<file path="src/rtl/ctx_data_mux.sv">
// ---------------------------------------------------------------------------
// ctx_data_mux
//
// Registered N-way data selector between the per-context cache banks and the
// CPU read-data path. One channel is active at a time (cur_sel). Only that
// channel can hand over words, through a valid/ready handshake, into a single
// output register. The active channel changes only through a sw_req/sw_ack
// handshake. That handshake first drains the output register, so words from
// two channels are never mixed.
//
// Parameters
//   WIDTH        data word width
//   CHANNELS     number of input channels (2..32)
//   DEFAULT_SEL  channel active after reset (< CHANNELS)
//
// Ports
//   clock      sole clock, rising edge
//   reset_n    synchronous reset, active low
//   in_data    flattened channel words, channel k at [k*WIDTH +: WIDTH]
//   in_valid   per-channel valid
//   in_ready   per-channel ready (at most one bit high)
//   out_data   registered output word
//   out_valid  out_data holds an unconsumed word
//   out_ready  consumer accepts out_data
//   sw_req     switch request, honoured only while idle
//   sw_sel     target channel for sw_req
//   sw_ack     one-cycle pulse while the switch commits
//   sw_err     one-cycle pulse after a request for a nonexistent channel
//   busy       a switch is in progress
//   cur_sel    currently active channel
//   sw_count   (only with CTX_DATA_MUX_SWCNT_EN) saturating count of
//              committed switches
//
// Build option: define CTX_DATA_MUX_SWCNT_EN to add the sw_count port.
// ---------------------------------------------------------------------------
module ctx_data_mux #(
  parameter int WIDTH       = 32,
  parameter int CHANNELS    = 12,
  parameter int DEFAULT_SEL = 6
) (
  input  logic                          clock,
  input  logic                          reset_n,
  input  logic [CHANNELS*WIDTH-1:0]     in_data,
  input  logic [CHANNELS-1:0]           in_valid,
  output logic [CHANNELS-1:0]           in_ready,
  output logic [WIDTH-1:0]              out_data,
  output logic                          out_valid,
  input  logic                          out_ready,
  input  logic                          sw_req,
  input  logic [$clog2(CHANNELS)-1:0]   sw_sel,
  output logic                          sw_ack,
  output logic                          sw_err,
  output logic                          busy,
  output logic [$clog2(CHANNELS)-1:0]   cur_sel
`ifdef CTX_DATA_MUX_SWCNT_EN
  ,
  output logic [15:0]                   sw_count
`endif
);

  localparam int              SEL_W   = $clog2(CHANNELS);
  // One extra bit so that the channel count itself is representable.
  localparam logic [SEL_W:0]  CH_LIM  = (SEL_W+1)'(CHANNELS);
  localparam logic [SEL_W-1:0] DEF_SEL = SEL_W'(DEFAULT_SEL);

  localparam logic [1:0] ST_IDLE   = 2'd0;
  localparam logic [1:0] ST_DRAIN  = 2'd1;
  localparam logic [1:0] ST_SWITCH = 2'd2;

  logic [1:0]          state_r;
  logic [SEL_W-1:0]    cur_sel_r;
  logic [SEL_W-1:0]    pend_sel_r;
  logic [WIDTH-1:0]    out_data_r;
  logic                out_valid_r;
  logic                sw_ack_r;
  logic                sw_err_r;
  logic                busy_r;

  logic                out_free_s;
  logic                accept_s;
  logic                sel_valid_s;
  logic [WIDTH-1:0]    sel_word_s;
  logic [CHANNELS-1:0] in_ready_s;
  logic                transfer_s;
  logic                sel_ok_s;

  // Output register can take a new word this cycle (empty or being consumed).
  assign out_free_s = !out_valid_r || out_ready;
  // Reset is folded in so that in_ready stays low while reset_n is low.
  assign accept_s   = reset_n && (state_r == ST_IDLE) && out_free_s;
  assign transfer_s = accept_s && sel_valid_s;
  assign sel_ok_s   = ({1'b0, sw_sel} < CH_LIM);

  // AND-OR select of the active channel. cur_sel never exceeds CHANNELS-1,
  // so exactly one term is enabled.
  always_comb begin
    sel_valid_s = 1'b0;
    sel_word_s  = {WIDTH{1'b0}};
    in_ready_s  = {CHANNELS{1'b0}};
    for (int k = 0; k < CHANNELS; k++) begin
      sel_valid_s   = sel_valid_s | (in_valid[k] & (cur_sel_r == SEL_W'(k)));
      sel_word_s    = sel_word_s | (in_data[k*WIDTH +: WIDTH] & {WIDTH{cur_sel_r == SEL_W'(k)}});
      in_ready_s[k] = accept_s && (cur_sel_r == SEL_W'(k));
    end
  end

  // Output word register: load on transfer, release on consumption.
  always_ff @(posedge clock) begin
    if (!reset_n) begin
      out_data_r  <= {WIDTH{1'b0}};
      out_valid_r <= 1'b0;
    end else if (transfer_s) begin
      out_data_r  <= sel_word_s;
      out_valid_r <= 1'b1;
    end else if (out_valid_r && out_ready) begin
      out_valid_r <= 1'b0;
    end
  end

  // Switch FSM: IDLE -> DRAIN (until output is free) -> SWITCH -> IDLE.
  // ack and busy are registered alongside the state so they are glitch-free.
  always_ff @(posedge clock) begin
    if (!reset_n) begin
      state_r    <= ST_IDLE;
      cur_sel_r  <= DEF_SEL;
      pend_sel_r <= DEF_SEL;
      sw_ack_r   <= 1'b0;
      sw_err_r   <= 1'b0;
      busy_r     <= 1'b0;
    end else begin
      sw_ack_r <= 1'b0;
      sw_err_r <= 1'b0;
      case (state_r)
        ST_IDLE: begin
          if (sw_req) begin
            if (sel_ok_s) begin
              pend_sel_r <= sw_sel;
              state_r    <= ST_DRAIN;
              busy_r     <= 1'b1;
            end else begin
              sw_err_r <= 1'b1;
            end
          end
        end
        ST_DRAIN: begin
          // The word still held is consumed in this same cycle.
          if (out_free_s) begin
            state_r  <= ST_SWITCH;
            sw_ack_r <= 1'b1;
          end
        end
        ST_SWITCH: begin
          cur_sel_r <= pend_sel_r;
          state_r   <= ST_IDLE;
          busy_r    <= 1'b0;
        end
        default: begin
          state_r <= ST_IDLE;
          busy_r  <= 1'b0;
        end
      endcase
    end
  end

`ifdef CTX_DATA_MUX_SWCNT_EN
  logic [15:0] sw_count_r;

  // Saturating count of committed switches. Rejected requests never reach
  // SWITCH, so they are not counted.
  always_ff @(posedge clock) begin
    if (!reset_n) begin
      sw_count_r <= 16'h0000;
    end else if ((state_r == ST_SWITCH) && (sw_count_r != 16'hFFFF)) begin
      sw_count_r <= sw_count_r + 16'd1;
    end
  end

  assign sw_count = sw_count_r;
`else
  // Switch counter not built in this configuration.
`endif

  assign in_ready  = in_ready_s;
  assign out_data  = out_data_r;
  assign out_valid = out_valid_r;
  assign sw_ack    = sw_ack_r;
  assign sw_err    = sw_err_r;
  assign busy      = busy_r;
  assign cur_sel   = cur_sel_r;

endmodule

</file>
<file path="config.mk">
export PLATFORM = sky130hd
export DESIGN_NAME = ctx_data_mux
export DESIGN_NICKNAME = d
export VERILOG_FILES = /design/src/rtl/ctx_data_mux.sv
export SDC_FILE = /design/constraint.sdc
export NUM_CORES = 1
export LEC_CHECK = 0
export BUFFER_PORTS_ARGS = -buffer_cell sky130_fd_sc_hd__buf_2
export CAP_MARGIN = 20
export CORE_AREA = 8 8 172 174
export CTS_BUF_LIST = sky130_fd_sc_hd__clkbuf_8
export DETAILED_ROUTE_END_ITERATION = 6
export DIE_AREA = 0 0 180 182
export SLEW_MARGIN = 15
export SYNTH_ARGS = -nofsm -noshare
export SYNTH_HDL_FRONTEND = slang
export SYNTH_SLANG_ARGS = --single-unit
</file>
<file path="constraint.sdc">
create_clock -name clock -period 3.6 [get_ports clock]
set_input_delay 0.18 -clock clock [delete_from_list [all_inputs] [get_ports clock]]
set_output_delay 0.18 -clock clock [all_outputs]
set_load 0.005 [all_outputs]
</file>
==> results of run 1 <==
[flip-flops by register name (all words and copies together), names as in the netlist]
signal / count
busy: 1
cur_sel: 4
out_data: 32
out_valid: 1
pend_sel_r: 4
state_r: 2
sw_ack: 1
sw_err: 1
[per-layer routing]
| metal | vias to the layer above | wire length, µm | track usage |
|---|---|---|---|
| li1 | 3352 | - | - |
| met1 | 3547 | 16400 | 0.283 |
| met2 | 496 | 19400 | 0.395 |
| met3 | 85 | 4900 | 0.0946 |
| met4 | 24 | 1400 | 0.0850 |
| met5 | - | 144 | 0 |
[synth_stat cells, types with 5 or more instances]
library cell / n
a2111oi_0: 8
buf_6: 5
nor2_1: 37
nor3b_1: 8
o221ai_1: 10
mux2_2: 24
nor3_1: 14
mux4_2: 5
buf_2: 29
a22oi_1: 77
o21ai_0: 14
and3_1: 9
o22ai_1: 22
a22o_1: 7
a21oi_1: 14
a32oi_1: 16
o32ai_1: 8
inv_1: 7
mux2i_1: 79
a221oi_1: 10
o32a_1: 6
nand2_1: 49
nand3_1: 8
a211oi_1: 5
nand2b_1: 11
dfxtp_1: 46
clkbuf_1: 31
nor2b_1: 13
[area by class of cell]
cell class / count / area, µm²
inverters: 7 / 26.3
flip-flops and latches: 46 / 936
well taps: 341 / 427
diodes: 8 / 20.0
clock buffers: 5 / 68.8
multi-input cells: 510 / 3840
repair buffers: 475 / 2440
fillers: 2943 / 18900
clock inverters: 3 / 41.3
[logic make-up after synthesis]
family,Yosys count,synth area share
buf+inv,76,0.0724
simple gates,178,0.181
compound gates,224,0.337
flops,46,0.180
mux,108,0.230
[worst reg2reg max path: stages, from the launching register on]
cell and delay, ns:
dfxtp_4 0.65, mux2i_1 0.42, o32ai_1 0.14, nor4_2 0.50, a21o_2 0.53, buf_12 0.29
mux2i_1 0.23
[worst max path at each step]
stage                                 to  slack [ns]  cells after the start
2_1_floorplan  out_data[24]$_SDFFE_PN0P_        1.56                      8
3_3_place_gp    out_data[7]$_SDFFE_PN0P_        0.80                      6
3_5_place_dp   out_data[24]$_SDFFE_PN0P_        0.81                      6
4_1_cts         out_data[7]$_SDFFE_PN0P_        0.78                      6
5_1_grt        out_data[15]$_SDFFE_PN0P_        0.58                      6
6_report       out_data[24]$_SDFFE_PN0P_        0.78                      6
[power groups by stage]
stage          logic [W]  clock network, W  registers, W
5_1_grt         0.000608          0.000453      0.000581
4_1_cts         0.000568          0.000441      0.000576
3_3_place_gp    0.000564                 0      0.000586
3_5_place_dp    0.000565                 0      0.000587
2_1_floorplan   0.000206                 0      0.000584
6_report        0.000567          0.000433      0.000576
[through the flow]
step           hold slack [ns]  setup slack [ns]  instances
5_1_grt                 0.0852             0.577       1392
6_report                0.0870             0.778       1395
4_1_cts                 0.0778             0.784       1387
2_1_floorplan            0.304              1.56        632
3_5_place_dp             0.414             0.807       1379
3_3_place_gp             0.406             0.800       1379
==> results.toml, run 1 <==
[pwr]
ir_drop_mv = 0.128
power.switching_w = 0.000526
p_per_area_nw_per_um2 = 202
power_frac_clock = 0.275
power.share.switching = 0.334
combinationalPowerShare = 0.360
p_int_w = 0.00105
finalPower_w = 0.00158
power.leakage_nw = 3.88
power_frac_seq = 0.365

[grt]
overflow = 0
grt_pass1_wl_mm = 57.5
grt_pass1_vias = 7878
grt_usage = 0.241
antenna_found_initial = 19
grt_max_degree = 53

[cts]
cts_buffers = 5
post_cts_buffers = 0
worstSkewPairLatency_ns = 0.32
cts_tree = "yes"
htree_levels = 2
cts.path.max_buffers = 2
postCtsResizedCells = 0
cts.clk_slew.worst_paths_ns = 0.11
clock-root-buffer = "clkbuf_8"
postCtsHoldBufs = 0
numClockSinks = 46

[die]
io_pins = 456
placementRows = 60
coreArea_um2 = 26700
design.die.area_um2 = 32800
start_util = 0.192
die_w_um = 180
die_h_um = 182

[timing]
worstMarginPinSlew_ns = 1.05
max_slew_margin = 0.296
period_minus_slack_ns = 2.82
fmax_mhz = 354
min_period_over_period = 0.784
setup_viol = 0
drv_slew = 0
tns_ns = 0
fin_skew_ns = 0.0108
finalHoldViolations = 0
rsz0062_at_grt = "no"

[route]
dr.pass1.iters = 5
drtAntennaViolNets = 0
wire_per_inst_um = 30.2
vias_per_cell = 5.38
vias = 7504
wirelength_mm = 42.2
initialDrtViolationCount = 519
drcViolationCount = 0

[worst_setup_path]
critPathRequiredTime_ns = 3.85
critPathLaunch = "cur_sel[0]$_SDFFE_PN0N_"
r2r-start = "cur_sel[0]$_SDFFE_PN0N_"
cp_slowest_cell = "dfxtp_4"
r2r_end = "out_data[24]$_SDFFE_PN0P_"
critPathMostFrequentCell = "mux2i_1"
cp_top_family = "compound AO/OA/AOI/OAI gates"
max_stage_delay_ns = 0.65
reg2reg_depth = 6
crit_arrival_ns = 3.08
end_kind = "register"
path_buf_inv = 1
start_kind = "register"
worst-path-max-fanout = 36
r2r_setup_slack_ns = 0.78
crit_chain = "mux2i_1, o32ai_1, nor4_2, a21o_2, buf_12, mux2i_1"
crit_type = "register to register"

[synthesis]
ys_top_cells_by_area = "dfxtp_1 18%, mux2i_1 15%, a22oi_1 11%"
syn_area_um2 = 5110
synth_top_area_cell = "dfxtp_1"
async_flop_share = 0
yosysWarningCount = 0
ys_types = 60
synth_nets = 1036
yosys_register_bits = 46
syn-instance-count = 632
synth-edff-count = 0
avgSynthCellArea_um2 = 8.09
synth_seq_area_share = 0.180
netlist.area_leader.share = 0.180
ys.flop_type = "dfxtp_1"

[place]
globalplace.congestion = 0.916
portBuffers = 455
hpwl_mm = 34.9
place_area_um2 = 7670

[hold_path]
holdPathEnd = "pend_sel_r[1]$_SDFFE_PN1P_"
hold_path_startpoint = "sw_sel[1]"
min_delay_path_depth = 3
hp-class = "input pin to register"

[final_layout]
fin_nets = 1449
fin_util = 0.293
area_delta_synth_final_pct = 52.5
layout_common_cells = "455 x buf_2, 79 x mux2i_1, 77 x a22oi_1"
fin_area_um2 = 7800
layout-drive-gt1-share = 0.509
final_common_cell = "buf_2"

[run_status]
status = "finished clean"

[flow_run]
drv_cap = 0
Note: power is estimated with default switching activity, not from simulation.
==> inputs of run 2 (changes only) <==
- CORE_AREA: 8 8 172 174 -> 8 8 173 175
- DIE_AREA: 0 0 180 182 -> 0 0 181 183
- clock period: 3.6 -> 2.8 ns (I/O delays scaled with it)
==> run 2 against run 1 <==
Effect of this change: clock power up 11%; clock skew is 0.0061 ns higher; combinational power grew 28%; first-iteration DRC count increased by 23%; die area rose by 1.1%; hold slack got worse by 0.056 ns; cell count up 2.1%; final area grew 2.8%; count of clock-buffer cells in the layout is the same; largest cell class unchanged; largest power group unchanged.
==> results.toml, run 2 (synthesized netlist as in run 1, its figures left out) <==
[timing]
min_period_over_period = 0.958
fmax_mhz = 373
holdWs_ns = 0.0306
drv_slew = 0
worstMarginPinSlew_ns = 1.03
max_slew_margin = 0.308
fin_skew_ns = 0.0170
setup_viol = 0
rsz0062_at_grt = "no"
period_minus_slack_ns = 2.68
finalHoldViolations = 0

[place]
place_inst = 1410
globalplace.congestion = 0.935
hpwl_mm = 34.7
portBuffers = 455
place_area_um2 = 7890

[route]
drcViolationCount = 0
wire_per_inst_um = 28.9
wirelength_mm = 41.2
drtAntennaViolNets = 0
dr.pass1.iters = 5
vias_per_cell = 5.29
initialDrtViolationCount = 636
vias = 7531

[worst_setup_path]
crit_type = "register to register"
critPathRequiredTime_ns = 2.98
worst-path-max-fanout = 35
crit_arrival_ns = 2.87
end_kind = "register"
start_kind = "register"

[final_layout]
fin_nets = 1476
fin_area_um2 = 8010
largest_reg_flops = 32
fin_util = 0.293
area_delta_synth_final_pct = 56.7
nFillCells = 3027
final_common_cell = "buf_2"
layout-drive-gt1-share = 0.521
finalNonFillerCells = 1424
layout_common_cells = "455 x buf_2, 79 x mux2i_1, 77 x a22oi_1"

[run_status]
status = "finished clean"

[grt]
grt_pass1_vias = 7684
overflow = 0
grt_pass1_wl_mm = 56.2
grt_usage = 0.233
antenna_found_initial = 17
grt_max_degree = 50

[die]
die_h_um = 183
design.die.area_um2 = 33100
coreArea_um2 = 27300
placementRows = 61
die_w_um = 181
start_util = 0.187
io_pins = 456

[cts]
worstSkewPairLatency_ns = 0.34
htree_levels = 2
cts_buffers = 5
clock-root-buffer = "clkbuf_8"
post_cts_buffers = 0
cts_tree = "yes"
cts.path.max_buffers = 2
numClockSinks = 46
cts.clk_slew.worst_paths_ns = 0.12

[pwr]
power.leakage_nw = 4.01
p_per_area_nw_per_um2 = 243
ir_drop_mv = 0.170
finalPower_w = 0.00195

[flow_run]
drv_cap = 0

[hold_path]
hp-class = "input pin to register"
-- run 2: timing repair --
action	4_1_cts	5_1_grt
setup endpoints to repair	1	1
hold endpoints to repair	1	0
gates resized for setup	1	1
hold buffers	1	0
pin swaps	0	0
-- run 2: worst paths after layout --
check | startpoint | endpoint | slack [ns] | depth (start not counted)
setup reg to reg | cur_sel[0]$_SDFFE_PN0N_ | out_data[24]$_SDFFE_PN0P_ | 0.12 | 6
setup / recovery | cur_sel[0]$_SDFFE_PN0N_ | out_data[24]$_SDFFE_PN0P_ | 0.12 | 6
hold reg to reg | out_data[20]$_SDFFE_PN0P_ | out_data[20]$_SDFFE_PN0P_ | 0.46 | 2
hold / removal | sw_sel[0] | pend_sel_r[0]$_SDFFE_PN0P_ | 0.03 | 3
-- run 2: metrics by stage --
stage	worst slack (ns)	setup TNS, ns
after floorplan	0.760	0
after global placement	0.0475	0
after detailed placement	-0.00775	-0.00775
after CTS	0.133	0
after global routing	0.00119	0
final	0.116	0
-- run 2: report_power, final --
group          internal [W]  switching (W)
sequential         0.000704      0.0000366
clock              0.000182       0.000299
combinational      0.000390       0.000338
-- run 2: area by class of cell --
class                      instances  area (µm²)  share of cell area
timing repair buffer             502        2670               0.333
clock inverter                     3        25.0             0.00312
multi-input combinational        510        3840               0.479
clock buffer                       5        68.8             0.00859
inverter                           7        26.3             0.00328
antenna                            5        12.5             0.00156
sequential                        46         936               0.117
tap                              346         433              0.0540
-- run 2: layer usage --
| metal | share of wire | up-vias | wire length, µm | GRT usage |
|---|---|---|---|---|
| li1 | - | 3395 | - | - |
| met1 | 0.40 | 3585 | 16500 | 0.282 |
| met2 | 0.48 | 459 | 19600 | 0.395 |
| met3 | 0.099 | 66 | 4090 | 0.0774 |
| met4 | 0.020 | 26 | 815 | 0.0531 |
| met5 | 0.0042 | - | 172 | 0 |
-- run 2: critical path: stages, from the launching register on --
cell and delay [ns]:
dfxtp_4 0.67, buf_4 0.34, buf_4 0.29, mux2i_1 0.22, o32ai_1 0.10, a2111oi_0 0.72, mux2i_1 0.14
==> inputs of run 3 (changes only) <==
- GPL_TIMING_DRIVEN: default -> 0
- PLACE_DENSITY_LB_ADDON: default -> 0.08
==> run 3 against run 2 <==
Effect of this change: the run now ends with setup timing left; via count grew 0.97%; sequential cell count stayed put; combinational power grew 4.5%; register-to-register slack worse by 0.12 ns; largest power group is now combinational cells.
==> results.toml, run 3 (synthesized netlist as in run 1, its figures left out) <==
[die]
die_w_um = 181
design.die.area_um2 = 33100
placementRows = 61
io_pins = 456
coreArea_um2 = 27300
start_util = 0.187
die_h_um = 183

[worst_setup_path]
start_kind = "register"
critPathRequiredTime_ns = 3.06
worst-path-max-fanout = 10
end_kind = "register"
reg2reg_depth = 5
crit_arrival_ns = 3.07
crit_type = "register to register"

[cts]
cts.path.max_buffers = 2
clock-root-buffer = "clkbuf_8"
numClockSinks = 46
worstSkewPairLatency_ns = 0.32
cts.clk_slew.worst_paths_ns = 0.11
postCtsHoldBufs = 0
htree_levels = 2
cts_tree = "yes"
cts_buffers = 5

[grt]
antenna_found_initial = 4
grt_pass1_wl_mm = 62.0
grt_usage = 0.265
grt_pass1_vias = 7967
grt_max_degree = 15
overflow = 0

[final_layout]
final_common_cell = "buf_2"
finalNonFillerCells = 1446
fin_nets = 1500
largest_reg_flops = 32
area_delta_synth_final_pct = 57.5
fin_area_um2 = 8050
layout_common_cells = "477 x buf_2, 78 x mux2i_1, 77 x a22oi_1"
layout-drive-gt1-share = 0.513

[timing]
period_minus_slack_ns = 2.81
holdWs_ns = 0.0485
worstMarginPinSlew_ns = 1.04
finalHoldViolations = 0
min_period_over_period = 1.00
max_slew_margin = 0.300
tns_ns = -0.00642
layout_setup_ws_ns = -0.00642
rsz0062_at_grt = "yes"
fmax_mhz = 356
drv_slew = 0
fin_skew_ns = 0.0187
setup_viol = 1

[place]
globalplace.congestion = 0.862
place_inst = 1435
pre_cts_slack_ns = -0.555
hpwl_mm = 38.4
portBuffers = 455
place_area_um2 = 7850

[run_status]
violations = "setup timing"
status = "finished, violations left"

[route]
vias = 7604
drcViolationCount = 0
drtAntennaViolNets = 0
dr.pass1.iters = 4
initialDrtViolationCount = 517
wire_per_inst_um = 32.1
wirelength_mm = 46.4
vias_per_cell = 5.26

[pwr]
p_per_area_nw_per_um2 = 248
power.leakage_nw = 4.02
ir_drop_mv = 0.164

[hold_path]
min_delay_path_depth = 3
hp-class = "input pin to register"

[flow_run]
drv_cap = 0
run 3: cell types whose count changed in the layout (fill, tap and decap cells not counted), sizes merged:
cell | previous run | this run
dlygate4sd3 | 1 | 0
buf | 501 | 491
diode | 5 | 3
clkbuf | 5 | 42
clkinvlp | 1 | 0
inv | 8 | 7
run 3: stage by stage:
stage | util | power [W]
floorplan | - | 0.00102
global placement | 0.286 | 0.00149
detailed placement | 0.287 | 0.00150
CTS | 0.293 | 0.00201
global route | 0.295 | 0.00209
finish | 0.295 | 0.00200
run 3: path summary, 6_finish.rpt:
| kind | startpoint | endpoint | slack, ns |
|---|---|---|---|
| worst max-delay path | cur_sel[3]$_SDFFE_PN0N_ | out_data[15]$_SDFFE_PN0P_ | -0.006 |
| worst min-delay path | sw_sel[1] | pend_sel_r[1]$_SDFFE_PN1P_ | 0.05 |
| worst max register to register | cur_sel[3]$_SDFFE_PN0N_ | out_data[15]$_SDFFE_PN0P_ | -0.006 |
| worst min register to register | out_data[2]$_SDFFE_PN0P_ | out_data[2]$_SDFFE_PN0P_ | 0.46 |
run 3: power by group:
| group | leakage [nW] | switching [W] | internal (W) | total (W) |
|---|---|---|---|---|
| logic | 3.58 | 0.000367 | 0.000394 | 0.000761 |
| registers | 0.378 | 0.0000294 | 0.000707 | 0.000736 |
| clock network | 0.0545 | 0.000271 | 0.000227 | 0.000499 |
run 3: layer usage:
metal | GRT usage | part of all wire
met1 | 0.321 | 0.42
met2 | 0.471 | 0.50
met3 | 0.0635 | 0.070
met4 | 0.0535 | 0.017
met5 | 0 | 0.00026
run 3: repair_timing:
action / CTS / global route
buffers inserted: 0 / 0
resized for setup: 19 / 19
endpoints found under the setup margin: 32 / 23
run 3: worst max-delay path: stages, from the launching register on:
cell and delay (ns):
dfxtp_1 0.39, nor3_1 0.87, clkbuf_1 0.69, a221oi_1 0.36
o2111a_1 0.33, mux2i_1 0.12
run 3: layout make-up:
type                       instances  area (µm²)
multi-input combinational        510        3890
inverter                           7        26.3
clock inverter                     1        8.76
sequential                        46         921
fill                            3186       19300
tap                              346         433
antenna                            3        7.51
clock buffer                       7        96.3
timing repair buffer             457        2290
buffer                            69         382
